==> src/rtl/qbert_pkg.sv <==
// Shared types and {x[20:10], y[9:0]} position helpers for the Q*bert disc rider.
package qbert_pkg;

    typedef enum logic [1:0] {
        IDLE  = 2'b00,
        BOARD = 2'b01,
        RIDE  = 2'b10,
        DROP  = 2'b11
    } rider_t;

    typedef enum logic [1:0] {
        RESUME  = 2'b00,
        PAUSE   = 2'b01,
        RESTART = 2'b10
    } game_t;

    typedef logic [1:0] souc_t;
    localparam souc_t SC_START = 2'd0;
    localparam souc_t SC_MOVE  = 2'd1;
    localparam souc_t SC_END   = 2'd2;

    function automatic logic [10:0] xy_x(input logic [20:0] xy);
        return xy[20:10];
    endfunction

    function automatic logic [9:0] xy_y(input logic [20:0] xy);
        return xy[9:0];
    endfunction

    function automatic logic [20:0] xy_pack(input logic [10:0] x, input logic [9:0] y);
        return {x, y};
    endfunction

    // One pixel toward the target; an axis already on target stays put.
    function automatic logic [10:0] step_x(input logic [10:0] cur, input logic [10:0] tgt);
        if (cur < tgt)      return cur + 11'd1;
        else if (cur > tgt) return cur - 11'd1;
        else                return cur;
    endfunction

    function automatic logic [9:0] step_y(input logic [9:0] cur, input logic [9:0] tgt);
        if (cur < tgt)      return cur + 10'd1;
        else if (cur > tgt) return cur - 10'd1;
        else                return cur;
    endfunction

endpackage

==> src/rtl/step_timer.sv <==
// Periodic step tick for the DROP descent; a zero period selects DEFAULT_SPEED.
module step_timer #(
    parameter logic [31:0] DEFAULT_SPEED = 32'd100000
) (
    input  logic        clk,
    input  logic        reset,
    input  logic        enable,
    input  logic        clear,
    input  logic [31:0] period,
    output logic        tick
);

    logic [31:0] count;
    logic [31:0] period_m1;

    assign period_m1 = ((period == 32'd0) ? DEFAULT_SPEED : period) - 32'd1;

    // >= rather than == so a shortened period wraps immediately instead of running to 2^32.
    assign tick = enable && !clear && (count >= period_m1);

    always_ff @(posedge clk or posedge reset) begin
        if (reset)
            count <= '0;
        else if (clear)
            count <= '0;
        else if (enable)
            count <= tick ? 32'd0 : count + 32'd1;
    end

endmodule

==> src/rtl/qbert_disc_rider.sv <==
// Q*bert side of the flying disc: boards a waiting disc, rides it, then steps down
// onto the pyramid top cube while muxing Q*bert's displayed position.
module qbert_disc_rider
    import qbert_pkg::*;
#(
    parameter int          TOL           = 15,
    parameter logic [10:0] RIDE_DX       = 11'd20,
    parameter logic [31:0] DEFAULT_SPEED = 32'd100000,
    parameter logic [31:0] BOARD_TIMEOUT = 32'd2000000
) (
    input  logic        clk,
    input  logic        reset,
    input  logic        e_pause_qb,
    input  logic        e_resume_qb,
    input  logic        e_start_qb,
    input  logic [31:0] e_speed_qb,
    input  logic [20:0] e_XY0_qb,
    input  logic [9:0]  YDIAG_DEMI,
    input  logic [20:0] qbert_xy_in,
    input  logic        jump_done,
    input  logic [20:0] soucoupe_xy,
    input  logic [1:0]  state_sc,
    input  logic        done_move_sc,
    output logic [20:0] qbert_xy_out,
    output logic [1:0]  state_qb,
    output logic        qb_lock,
    output logic        drop_done,
    output logic        board_fail
);

    rider_t      rider;
    game_t       game;
    logic [31:0] board_cnt;
    logic        step_tick;

    logic [10:0] qx, scx, tx, cx, nx, rx;
    logic [9:0]  qy, scy, ty, cy, ny, ry;
    logic signed [11:0] dx, dy, adx, ady;
    logic        near;

    assign qx  = xy_x(qbert_xy_in);
    assign qy  = xy_y(qbert_xy_in);
    assign scx = xy_x(soucoupe_xy);
    assign scy = xy_y(soucoupe_xy);
    assign cx  = xy_x(qbert_xy_out);
    assign cy  = xy_y(qbert_xy_out);

    // 12-bit signed differences so a Q*bert left of / above the disc does not wrap large.
    assign dx   = {1'b0, qx} - {1'b0, scx};
    assign dy   = {2'b00, qy} - ({2'b00, scy} + {2'b00, YDIAG_DEMI});
    assign adx  = dx[11] ? -dx : dx;
    assign ady  = dy[11] ? -dy : dy;
    assign near = (int'(adx) <= TOL) && (int'(ady) <= TOL);

    assign rx = scx - RIDE_DX;
    assign ry = scy + YDIAG_DEMI;
    assign tx = xy_x(e_XY0_qb);
    assign ty = xy_y(e_XY0_qb) + YDIAG_DEMI;
    assign nx = step_x(cx, tx);
    assign ny = step_y(cy, ty);

    assign state_qb = rider;
    assign qb_lock  = (rider != IDLE);

    step_timer #(
        .DEFAULT_SPEED(DEFAULT_SPEED)
    ) u_step_timer (
        .clk    (clk),
        .reset  (reset),
        .enable ((game == RESUME) && (rider == DROP)),
        .clear  ((game == RESTART) || (rider != DROP)),
        .period (e_speed_qb),
        .tick   (step_tick)
    );

    always_ff @(posedge clk or posedge reset) begin
        if (reset) begin
            rider        <= IDLE;
            game         <= RESUME;
            board_cnt    <= '0;
            qbert_xy_out <= '0;
            drop_done    <= 1'b0;
            board_fail   <= 1'b0;
        end else begin
            drop_done  <= 1'b0;
            board_fail <= 1'b0;

            case (game)
                RESUME:  if (e_pause_qb) game <= PAUSE;
                PAUSE: begin
                    if (e_resume_qb)     game <= RESUME;
                    else if (e_start_qb) game <= RESTART;
                end
                default: game <= RESUME;
            endcase

            if (game == RESTART) begin
                rider     <= IDLE;
                board_cnt <= '0;
            end else if (game == RESUME) begin
                case (rider)
                    IDLE: begin
                        qbert_xy_out <= qbert_xy_in;
                        if (jump_done && (state_sc == SC_START) && near)
                            rider <= BOARD;
                    end
                    BOARD: begin
                        if (state_sc == SC_MOVE) begin
                            rider     <= RIDE;
                            board_cnt <= '0;
                        end else if (board_cnt + 32'd1 == BOARD_TIMEOUT) begin
                            rider      <= IDLE;
                            board_cnt  <= '0;
                            board_fail <= 1'b1;
                        end else begin
                            board_cnt <= board_cnt + 32'd1;
                        end
                    end
                    RIDE: begin
                        qbert_xy_out <= xy_pack(rx, ry);
                        if (done_move_sc || (state_sc == SC_END))
                            rider <= DROP;
                    end
                    DROP: begin
                        if (step_tick) begin
                            qbert_xy_out <= xy_pack(nx, ny);
                            if ((nx == tx) && (ny == ty)) begin
                                drop_done <= 1'b1;
                                rider     <= IDLE;
                            end
                        end
                    end
                endcase
            end
        end
    end

endmodule

==> config.mk <==
export PLATFORM = sky130hd
export DESIGN_NAME = qbert_disc_rider
export DESIGN_NICKNAME = d
export VERILOG_FILES = /design/src/rtl/qbert_pkg.sv /design/src/rtl/step_timer.sv /design/src/rtl/qbert_disc_rider.sv
export SDC_FILE = /design/constraint.sdc
export NUM_CORES = 1
export LEC_CHECK = 0
export ABC_AREA = 0
export BUFFER_PORTS_ARGS = -buffer_cell sky130_fd_sc_hd__buf_2
export CAP_MARGIN = 20
export CORE_MARGIN = 1.5
export CORE_UTILIZATION = 55
export DETAILED_ROUTE_END_ITERATION = 7
export PLACE_DENSITY = 0.79
export SKIP_LAST_GASP = 1
export SYNTH_ARGS = -nofsm -noshare
export SYNTH_HDL_FRONTEND = slang
export SYNTH_SLANG_ARGS = --single-unit
==> constraint.sdc <==
create_clock -name clk -period 3.4 [get_ports clk]
set_input_delay 0.17 -clock clk [delete_from_list [all_inputs] [get_ports clk]]
set_output_delay 0.17 -clock clk [all_outputs]
set_load 0.02 [all_outputs]
==> flow_metrics.py, run 1 <==
metrics = {
    "outcome": {
        "result_of_the_run": "complete, but fails checks",
        "violations": "negative setup slack",
    },
    "critical_path": {
        "critical_path.slowest_cell": "or4_4",
        "critical_path.n_buffers_inverters": 4,
        "worstSetupStartpointType": "primary input",
        "path_max_fanout": 8,
        "critical_path.max_stage_delay_ns": 0.53,
        "r2r-end": "state_qb[1]",
        "worstSetupPathType": "primary input to register",
        "cp-end-kind": "register",
        "worst-endpoint-arrival_ns": 5.34,
        "critical_path_data_required_time_ns": 3.69,
        "r2r-start": "qbert_xy_out[18]",
        "crit_family": "simple AND/OR/NAND/NOR gates",
        "reg2reg_setup_slack_ns": -0.18,
        "rr_worst_depth": 15,
    },
    "synth": {
        "netlist_instances": 1401,
        "ys_ff_latch": 91,
        "post-synth-top-area-fraction_pct": 20.50,
        "mappedNetlistArea_um2": 11110,
        "post-synth-top-area-cell": "dfrtp_1",
        "synth_nets": 1641,
        "share_of_the_yosys_chip_area_belonging_to_registers_pct": 20.50,
        "dominantRegCellSynth": "dfrtp_1",
        "synth-async-reset-ratio_pct": 100.0,
        "synthDistinctLibCells": 75,
        "ys_warn_count": 0,
        "synthesis.area_per_instance_um2": 7.929,
        "synth_edf_count": 0,
        "largest_cells_by_area_after_synthesis": "dfrtp_1, ha_1, xnor2_1",
    },
    "timing": {
        "drv_slew": 0,
        "fin_worst_hold_slack_ns": 0.1001,
        "min_period_over_period_pct": 148.6,
        "peak_freq_ghz": 0.1980,
        "worstMarginPinSlew_ns": 0.7127,
        "setup_viol": 56,
        "finalCriticalPeriod_ns": 5.051,
        "slew_headroom_pct": 52.05,
        "finalClockSkew_ns": 0.01113,
        "timing.final.ws_setup_ns": -1.651,
        "final-hold-violation-count": 0,
        "rsz0062_at_grt": "yes",
    },
    "clocking": {
        "clock_sink_count": 91,
        "ctsLongestPathBuffers": 2,
        "tritoncts": "yes",
        "clock_tree.htree_level_count": 3,
        "numCtsBuffers": 9,
        "cts_root_buffer": "clkbuf_16",
        "cts.clk_slew.worst_paths_ns": 0.08,
        "worstSkewPairLatency_ns": 0.36,
    },
    "floorplan": {
        "chipHeight_um": 145.1,
        "io_pins": 140,
        "die_area_um2": 21060,
        "initial_utilization_pct": 56.52,
        "chipWidth_um": 145.1,
        "core_region_area_um2": 19650,
        "rows": 51,
    },
    "global_route": {
        "initial_antenna_violation_count": 0,
        "use_met1_pct": 40.61,
        "grt_overflow_total": 0,
        "grt_util_met3_pct": 4.591,
        "grt_pass1_vias": 11750,
        "grt_first_pass_wirelength_um": 55340,
        "gr-max-usage-layer": "met2",
        "gr_util_met2_pct": 54.31,
        "grt_usage_pct": 31.72,
        "pin_count_of_the_biggest_net_entering_global_routing": 71,
    },
    "detailed_routing": {
        "drtIter0Drc": 1115,
        "via_count": 12530,
        "drtPass1Iterations": 5,
        "routed_wl_um": 36290,
        "route.antenna.remaining_nets": 0,
        "post_drt_wl_per_cell_um": 17.92,
        "drcViolationCount": 0,
        "drt-vias-per-instance": 6.186,
    },
    "layout": {
        "final_std_cells_w_o_fill": 2025,
        "nets": 1995,
        "diodes": 0,
        "layout.cells.most_common_list": "buf_4, buf_2, ha_1, nor2_1, nand2_1",
        "drive_above_1_share_pct": 29.66,
        "layout.cells.most_common": "buf_4",
        "layout_area_growth_over_synthesis_pct": 33.78,
        "fill_cells": 1382,
    },
    "min_path": {
        "hp-class": "primary input to register",
        "whs_path_depth": 2,
        "hp-start": "e_start_qb",
        "worst_hold_path.endpoint": "game[1]",
    },
    "place": {
        "port_buffers": 139,
        "detailed_place_hpwl_um": 25700,
        "place.gp.congestion": 0.9219,
        "dpl.cell_count": 1989,
    },
    "pwr": {
        "cell_internal_pwr_mw": 4.021,
        "ir_drop_mv": 0.2678,
        "p_clk_share_pct": 14.7,
        "power_switching_mw": 3.280,
        "power_density_nw_per_um2": 491.3,
        "p_seq_share_pct": 18.7,
        "combinationalPowerShare_pct": 66.7,
        "switching_share_pct": 44.92,
        "power.leakage_nw": 6.914,
    },
    "run": {
        "max_cap_viol_count": 0,
    },
}
[power by group through the flow]
stage          logic (mW)  clock network [mW]  registers, mW
4_1_cts              4.58                1.07           1.36
2_1_floorplan        2.45                   0           1.61
5_1_grt              5.27                1.12           1.38
3_5_place_dp         4.51                   0           1.38
3_3_place_gp         4.41                   0           1.37
6_report             4.87                1.07           1.36
[repair_timing]
item | 4_1_cts | 5_1_grt
gates cloned | 2 | 6
buffers inserted | 4 | 7
pin swaps | 19 | 34
gates resized for setup | 43 | 87
hold buffers | 2 | 0
hold endpoints to repair | 22 | 0
setup endpoints to repair | 56 | 58
[registers in the layout (all words and copies together), names as in the netlist]
signal and flops:
drop_done 1, board_cnt 32, qbert_xy_out 21, state_qb 2
board_fail 1, game 2, u_step_timer.count 32
[worst max path at each step]
| stage | slack, ns | endpoint | from | cells after the start |
|---|---|---|---|---|
| floorplan | -1.64 | u_step_timer.count[0] | e_speed_qb[3] | 21 |
| global placement | -1.78 | u_step_timer.count[0] | e_speed_qb[3] | 23 |
| detailed placement | -1.96 | u_step_timer.count[0] | e_speed_qb[3] | 21 |
| CTS | -1.53 | u_step_timer.count[0] | e_speed_qb[3] | 21 |
| global route | -1.78 | qbert_xy_out[3] | e_speed_qb[3] | 25 |
| finish | -1.65 | qbert_xy_out[16] | e_speed_qb[3] | 25 |
[layout make-up]
type,count,area [um^2],area share (%)
clock buffer,9,225.2,1.516
clock inverter,7,82.58,0.5557
inverter,79,297.8,2.004
multi-input combinational,1175,8772,59.03
sequential,91,2277,15.32
tap,265,331.6,2.231
timing repair buffer,399,2874,19.34
[worst reg2reg max path: stages, from the launching register on]
cell	delay [ns]
dfrtp_1	0.39
ha_1	0.29
buf_4	0.14
a211oi_1	0.22
nor2_1	0.09
buf_4	0.14
a2111oi_2	0.27
buf_4	0.18
buf_4	0.13
nor2_1	0.09
a21oi_1	0.37
xnor3_1	0.29
nor3_1	0.25
nand4_1	0.18
o41ai_2	0.33
a21oi_1	0.10
[synth_stat cells (7+ instances only)]
master / number
nor2_1: 135
ha_1: 113
nand2_1: 103
o21ai_0: 102
dfrtp_1: 91
xnor2_1: 85
inv_1: 78
a21oi_1: 69
xor2_1: 58
nor3_1: 49
clkbuf_1: 48
nand3_1: 48
nand4_1: 40
a21o_1: 27
o31ai_1: 24
and3_1: 20
a211oi_1: 19
nor4_1: 17
o211ai_1: 17
nand2b_1: 16
and4_1: 13
fa_1: 13
and2_1: 12
o21a_1: 12
nor2b_1: 11
o41ai_1: 11
mux2i_1: 10
nor3b_1: 10
or3_1: 9
or4_1: 9
o311ai_0: 8
a31oi_1: 7
or2_2: 7
[cell families after synthesis]
family	synth area share (%)
and+or+nand+nor	24.98
AOI/OAI and AO/OA	21.00
xor gates and xnor gates	12.53
buffers and inverters	4.618
adders and majority gates	15.07
DFF	20.50
muxes	1.307
[per-stage QoR]
| step | total power, mW | utilization [%] | cell area [um^2] | TNS (ns) | setup slack (ns) |
|---|---|---|---|---|---|
| after floorplan | 4.061 | - | 11190 | -83.21 | -1.645 |
| after global placement | 5.780 | 70.21 | 13800 | -94.31 | -1.778 |
| after detailed placement | 5.890 | 70.21 | 13800 | -104.23 | -1.961 |
| after CTS | 7.006 | 72.98 | 14340 | -81.15 | -1.527 |
| after global routing | 7.765 | 75.61 | 14860 | -95.46 | -1.777 |
| final | 7.301 | 75.61 | 14860 | -89.04 | -1.651 |
[metal layers]
metal	wire (um)	up-vias	part of all wire, %
met1	14940	5914	41
met5	0	-	0
met2	17190	653	47
met4	1341	0	3.7
li1	-	5836	-
met3	2828	123	7.8
Note: power is estimated with default switching activity, not from simulation.
==> inputs of run 2 (changes only) <==
--- a/config.mk
+++ b/config.mk
@@ -6,7 +6,7 @@
 export NUM_CORES = 1
 export LEC_CHECK = 0
 export ABC_AREA = 0
-export BUFFER_PORTS_ARGS = -buffer_cell sky130_fd_sc_hd__buf_2
+export BUFFER_PORTS_ARGS = -buffer_cell sky130_fd_sc_hd__buf_4
 export CAP_MARGIN = 20
 export CORE_MARGIN = 1.5
 export CORE_UTILIZATION = 55
==> flow_metrics.py, run 2 (synthesis gave the netlist of run 1 again) <==
metrics = {
    "pwr": {
        "ir_drop_mv": 0.2812,
        "power.leakage_nw": 6.967,
        "overall_power_of_the_completed_layout_mw": 7.553,
        "power_density_nw_per_um2": 503.0,
    },
    "layout": {
        "largestRegisters": "board_cnt (32), u_step_timer.count (32), qbert_xy_out (21)",
        "diodes": 0,
        "layout.cells.most_common_list": "buf_4, nor2_1, ha_1, dfrtp_1, nand2_1",
        "nets": 1988,
        "layout.cells.most_common": "buf_4",
        "layout_area_growth_over_synthesis_pct": 35.19,
        "drive_above_1_share_pct": 29.09,
    },
    "global_route": {
        "grt_pass1_vias": 11910,
        "initial_antenna_violation_count": 0,
        "grt_first_pass_wirelength_um": 56150,
        "pin_count_of_the_biggest_net_entering_global_routing": 71,
        "grt_overflow_total": 0,
        "grt_usage_pct": 31.95,
    },
    "critical_path": {
        "crit_family": "simple AND/OR/NAND/NOR gates",
        "r2r-start": "qbert_xy_out[19]",
        "cp-end-kind": "register",
        "critical_path.n_buffers_inverters": 3,
        "path_max_fanout": 5,
        "worstSetupPathType": "primary input to register",
        "critical_path.slowest_cell": "or4_4",
        "critical_path.max_stage_delay_ns": 0.53,
        "worst-endpoint-arrival_ns": 5.15,
        "worstSetupStartpointType": "primary input",
        "worst_path_cell_trace": "buf_6 > or4_4 > or3_4 > or4_4 > or3_4 > or3_4 > nor2_8 > and4_4 > nor2_4 > xnor2_2 > ha_1 > or4_4 > o211ai_1 > a21oi_2 > o21a_1 > a211oi_2 > buf_4 > nand2b_4 > a21o_4 > buf_12 > nor2_2 > a22o_1",
        "critical_path_data_required_time_ns": 3.64,
        "reg2reg_setup_slack_ns": -0.29,
        "critical_path.startpoint": "e_speed_qb[3]",
    },
    "timing": {
        "setup_viol": 56,
        "min_period_over_period_pct": 144.5,
        "finalCriticalPeriod_ns": 4.914,
        "slew_headroom_pct": 53.71,
        "worstMarginPinSlew_ns": 0.6880,
        "finalClockSkew_ns": 0.01360,
        "timing.final.ws_setup_ns": -1.514,
        "peak_freq_ghz": 0.2035,
        "rsz0062_at_grt": "yes",
        "final-hold-violation-count": 0,
        "drv_slew": 0,
        "timing.setup.tns_ns": -80.16,
    },
    "detailed_routing": {
        "drcViolationCount": 0,
        "via_count": 12190,
        "drtIter0Drc": 985,
        "route.antenna.remaining_nets": 0,
        "drt-vias-per-instance": 6.038,
        "routed_wl_um": 34390,
        "drtPass1Iterations": 5,
        "post_drt_wl_per_cell_um": 17.04,
    },
    "clocking": {
        "ctsLongestPathBuffers": 2,
        "cts_root_buffer": "clkbuf_16",
        "tritoncts": "yes",
        "clock_sink_count": 91,
        "cts.clk_slew.worst_paths_ns": 0.07,
        "numCtsBuffers": 9,
        "clock_tree.htree_level_count": 3,
        "worstSkewPairLatency_ns": 0.36,
    },
    "floorplan": {
        "core_region_area_um2": 19650,
        "chipWidth_um": 145.1,
        "chipHeight_um": 145.1,
        "initial_utilization_pct": 56.52,
        "die_area_um2": 21060,
        "io_pins": 140,
        "rows": 51,
    },
    "place": {
        "detailed_place_hpwl_um": 25540,
        "place.gp.congestion": 0.9264,
        "port_buffers": 139,
    },
    "min_path": {
        "hp-class": "primary input to register",
        "hp-start": "e_pause_qb",
    },
    "outcome": {
        "violations": "negative setup slack",
        "result_of_the_run": "complete, but fails checks",
    },
    "run": {
        "max_cap_viol_count": 0,
    },
}
[run 2: cell count changes in the layout (fill, tap and decap cells not counted), moves of 5 or more]
cell    delta
buf_6      -5
nor2_4    -21
nor2_1    +15
buf_4    +136
buf_2    -138
nor2_2     +6
[run 2: area by class of cell]
cell class | count | area, um^2
clock buffers | 10 | 239.0
clock inverters | 6 | 76.32
fillers | 1390 | 4637
inverters | 79 | 297.8
multi-input cells | 1175 | 8660
flip-flops and latches | 91 | 2277
well taps | 265 | 331.6
repair buffers | 392 | 3136
[run 2: worst paths after layout]
| check | to | depth (start not counted) |
|---|---|---|
| worst max-delay path | qbert_xy_out[9] | 22 |
| worst min-delay path | game[0] | 3 |
| worst min register to register | game[0] | 1 |
| min in group asynchronous | board_cnt[16] | 3 |
| worst max register to register | state_qb[1] | 12 |
| max in group asynchronous | qbert_xy_out[10] | 4 |
[run 2: repair_timing]
action,CTS,global route
endpoints found under the hold margin,22,0
gates cloned,4,1
buffers inserted,10,6
gates resized for setup,59,47
pin swaps,13,15
hold buffers,2,0
endpoints found under the setup margin,56,59
[run 2: layer usage]
| metal | track usage (%) | wire, um | vias to the layer above |
|---|---|---|---|
| li1 | - | - | 5827 |
| met1 | 41.53 | 14400 | 5786 |
| met2 | 54.67 | 16790 | 494 |
| met3 | 3.868 | 2366 | 78 |
| met4 | 11.17 | 832 | 0 |
| met5 | 0 | 0 | - |
[run 2: report_power, final]
group / internal (mW) / switching, mW / total (mW) / leakage (nW)
sequential: 1.24 / 0.124 / 1.36 / 1.23
combinational: 2.36 / 2.75 / 5.11 / 5.58
clock: 0.605 / 0.473 / 1.08 / 0.156
[run 2: worst reg2reg max path, delay by kind of cell, from the launching register on]
family                     cells  cell delay (ns)
AOI/OAI and AO/OA              4             1.21
DFF                            1             0.40
xor gates and xnor gates       1             0.13
muxes                          1             0.38
buffers and inverters          1             0.19
adders and majority gates      1             0.31
and+or+nand+nor                4             0.97
[run 2: metrics by stage]
step                      utilization (%)  hold slack (ns)  setup WS (ns)  area [um^2]  cells
after floorplan                         -           0.2417         -1.645        11190   1401
after global placement              71.75           0.1763         -1.835        14100   1983
after detailed placement            71.75           0.1789         -1.927        14100   1983
after CTS                           75.53          0.07566         -1.445        14850   2015
after global routing                76.41          0.09922         -1.638        15020   2018
final                               76.41          0.08592         -1.514        15020   2018
==> inputs of run 3 (changes only) <==
--- a/config.mk
+++ b/config.mk
@@ -8,6 +8,7 @@
 export ABC_AREA = 0
 export BUFFER_PORTS_ARGS = -buffer_cell sky130_fd_sc_hd__buf_4
 export CAP_MARGIN = 20
+export CORE_ASPECT_RATIO = 1.75
 export CORE_MARGIN = 1.5
 export CORE_UTILIZATION = 55
 export DETAILED_ROUTE_END_ITERATION = 7
==> flow_metrics.py, run 3 (synthesis gave the netlist of run 1 again) <==
metrics = {
    "outcome": {
        "result_of_the_run": "complete, but fails checks",
        "violations": "negative hold slack, negative setup slack",
    },
    "pwr": {
        "p_clk_share_pct": 13.2,
        "power_switching_mw": 3.771,
        "ir_drop_mv": 0.4138,
        "combinationalPowerShare_pct": 68.7,
        "p_seq_share_pct": 18.1,
        "cell_internal_pwr_mw": 4.138,
        "power_density_nw_per_um2": 518.1,
        "power.leakage_nw": 7.134,
        "switching_share_pct": 47.68,
        "overall_power_of_the_completed_layout_mw": 7.908,
    },
    "place": {
        "port_buffers": 139,
        "place.gp.congestion": 0.9600,
        "detailed_place_hpwl_um": 30330,
        "dpl_worst_slack_ns": -1.857,
    },
    "critical_path": {
        "worst-endpoint-arrival_ns": 5.14,
        "r2r-end": "state_qb[1]",
        "r2r-start": "qbert_xy_out[16]",
        "rr_worst_depth": 14,
        "worstSetupStartpointType": "primary input",
        "crit_family": "simple AND/OR/NAND/NOR gates",
        "critical_path.max_stage_delay_ns": 0.52,
        "worst_path_cell_trace": "buf_6 > or4_4 > or3_4 > or4_4 > or3_4 > or3_4 > nor2_8 > and4_4 > buf_6 > nor3_2 > xnor2_1 > ha_1 > a21o_1 > a21o_1 > a21oi_1 > o21ai_1 > a21o_1 > a211oi_4 > a21oi_2 > or2_4 > or3_1 > o21ai_1",
        "critical_path.slowest_cell": "or4_4",
        "cp-end-kind": "register",
        "worstSetupPathType": "primary input to register",
        "reg2reg_setup_slack_ns": -0.66,
        "critical_path_data_required_time_ns": 3.68,
        "path_max_fanout": 4,
        "critical_path.n_buffers_inverters": 2,
    },
    "layout": {
        "diodes": 0,
        "fill_cells": 1347,
        "layout_area_growth_over_synthesis_pct": 37.41,
        "largestRegisters": "board_cnt (32), u_step_timer.count (32), qbert_xy_out (21)",
        "layout.cells.most_common": "buf_4",
        "nets": 2010,
        "final_core_util_pct": 77.33,
        "layout.cells.most_common_list": "buf_4, ha_1, nor2_1, dfrtp_1, nand2_1",
        "drive_above_1_share_pct": 30.82,
    },
    "floorplan": {
        "die_area_um2": 21090,
        "initial_utilization_pct": 56.28,
        "chipWidth_um": 110.4,
        "chipHeight_um": 191,
        "io_pins": 140,
        "rows": 68,
        "core_region_area_um2": 19740,
    },
    "timing": {
        "fin_worst_hold_slack_ns": -0.009483,
        "finalCriticalPeriod_ns": 4.856,
        "slew_headroom_pct": 34.09,
        "timing.final.ws_setup_ns": -1.456,
        "final-hold-violation-count": 2,
        "min_period_over_period_pct": 142.8,
        "setup_viol": 56,
        "drv_slew": 0,
        "finalClockSkew_ns": 0.01526,
        "peak_freq_ghz": 0.2059,
        "rsz0062_at_grt": "yes",
        "worstMarginPinSlew_ns": 0.9886,
    },
    "global_route": {
        "grt_usage_pct": 38.00,
        "grt_first_pass_wirelength_um": 63650,
        "initial_antenna_violation_count": 0,
        "pin_count_of_the_biggest_net_entering_global_routing": 56,
        "grt_pass1_vias": 13080,
        "grt_overflow_total": 0,
    },
    "detailed_routing": {
        "drcViolationCount": 0,
        "drtIter0Drc": 1049,
        "routed_wl_um": 41940,
        "via_count": 13020,
        "post_drt_wl_per_cell_um": 20.76,
        "drtPass1Iterations": 7,
        "drt-vias-per-instance": 6.446,
        "route.antenna.remaining_nets": 0,
    },
    "min_path": {
        "hp-class": "primary input to asynchronous set/reset pin",
    },
    "clocking": {
        "tritoncts": "yes",
        "numCtsBuffers": 9,
        "clock_sink_count": 91,
        "cts.clk_slew.worst_paths_ns": 0.08,
        "clock_tree.htree_level_count": 3,
        "cts_root_buffer": "clkbuf_16",
        "worstSkewPairLatency_ns": 0.37,
        "ctsLongestPathBuffers": 2,
    },
    "run": {
        "max_cap_viol_count": 0,
    },
}
==> run 3: changes by cell type in the layout (fill, tap and decap cells not counted), sizes merged <==
cell and delta:
buf +23, bufinv -1, dlygate4sd3 -1, inv +1, clkbuf -1, clkinv +1
==> run 3: worst max path at each step <==
stage,startpoint,end,slack (ns),cells past startpoint
detailed placement,e_speed_qb[3],qbert_xy_out[1],-1.86,23
floorplan,e_speed_qb[3],u_step_timer.count[0],-1.64,21
global placement,e_speed_qb[3],u_step_timer.count[0],-1.74,22
finish,e_speed_qb[3],u_step_timer.count[0],-1.46,22
CTS,e_speed_qb[3],u_step_timer.count[0],-1.41,20
global route,e_speed_qb[3],u_step_timer.count[0],-1.63,22
==> run 3: area by class of cell <==
cell class / instances / area (um^2) / area share (%)
timing repair buffer: 414 / 3283 / 21.51
tap: 245 / 306.5 / 2.008
inverter: 79 / 297.8 / 1.951
clock inverter: 7 / 73.82 / 0.4836
sequential: 91 / 2277 / 14.92
clock buffer: 9 / 225.2 / 1.476
multi-input combinational: 1175 / 8800 / 57.65
==> run 3: per-layer routing <==
layer / vias up / part of all wire, % / global-route usage [%]
li1: 5869 / - / -
met1: 6119 / 31 / 34.00
met2: 725 / 50 / 69.56
met3: 307 / 7.8 / 8.878
met4: 0 / 11 / 35.50
met5: - / 0 / 0
==> run 3: worst reg2reg max path, stage by stage, from the launching register on <==
cell and delay (ns):
dfrtp_1 0.43, ha_1 0.32, buf_4 0.15, a41oi_1 0.19
o21ai_0 0.22, a2111o_1 0.50, buf_4 0.19, buf_4 0.17
o211ai_1 0.38, xnor2_1 0.17, a2111oi_0 0.31, buf_4 0.18
nand4_1 0.21, o41ai_2 0.38, a21oi_1 0.13
==> run 3: what timing repair did <==
action                     CTS  global route
cloned                       3             2
hold endpoints to repair     1             0
pin swaps                   15            28
setup endpoints to repair   56            81
resized for setup           53            84
hold buffers                 1             0
buffers inserted            17             4
==> run 3: power groups by stage <==
stage | registers (mW) | logic, mW | clock network [mW]
6_report | 1.43 | 5.43 | 1.05
2_1_floorplan | 1.61 | 2.45 | 0
4_1_cts | 1.39 | 5.09 | 1.04
3_3_place_gp | 1.41 | 4.70 | 0
5_1_grt | 1.43 | 5.71 | 1.08
3_5_place_dp | 1.41 | 4.82 | 0
==> run 3: stage by stage <==
| step | hold WS, ns | std cells | cell area, um^2 | TNS [ns] |
|---|---|---|---|---|
| floorplan | 0.2417 | 1401 | 11190 | -83.21 |
| global placement | 0.3390 | 1988 | 14260 | -90.87 |
| detailed placement | 0.3419 | 1988 | 14260 | -97.62 |
| CTS | 0.03398 | 2023 | 15010 | -72.78 |
| global route | 0.06713 | 2020 | 15260 | -85.42 |
| finish | -0.009483 | 2020 | 15260 | -76.12 |
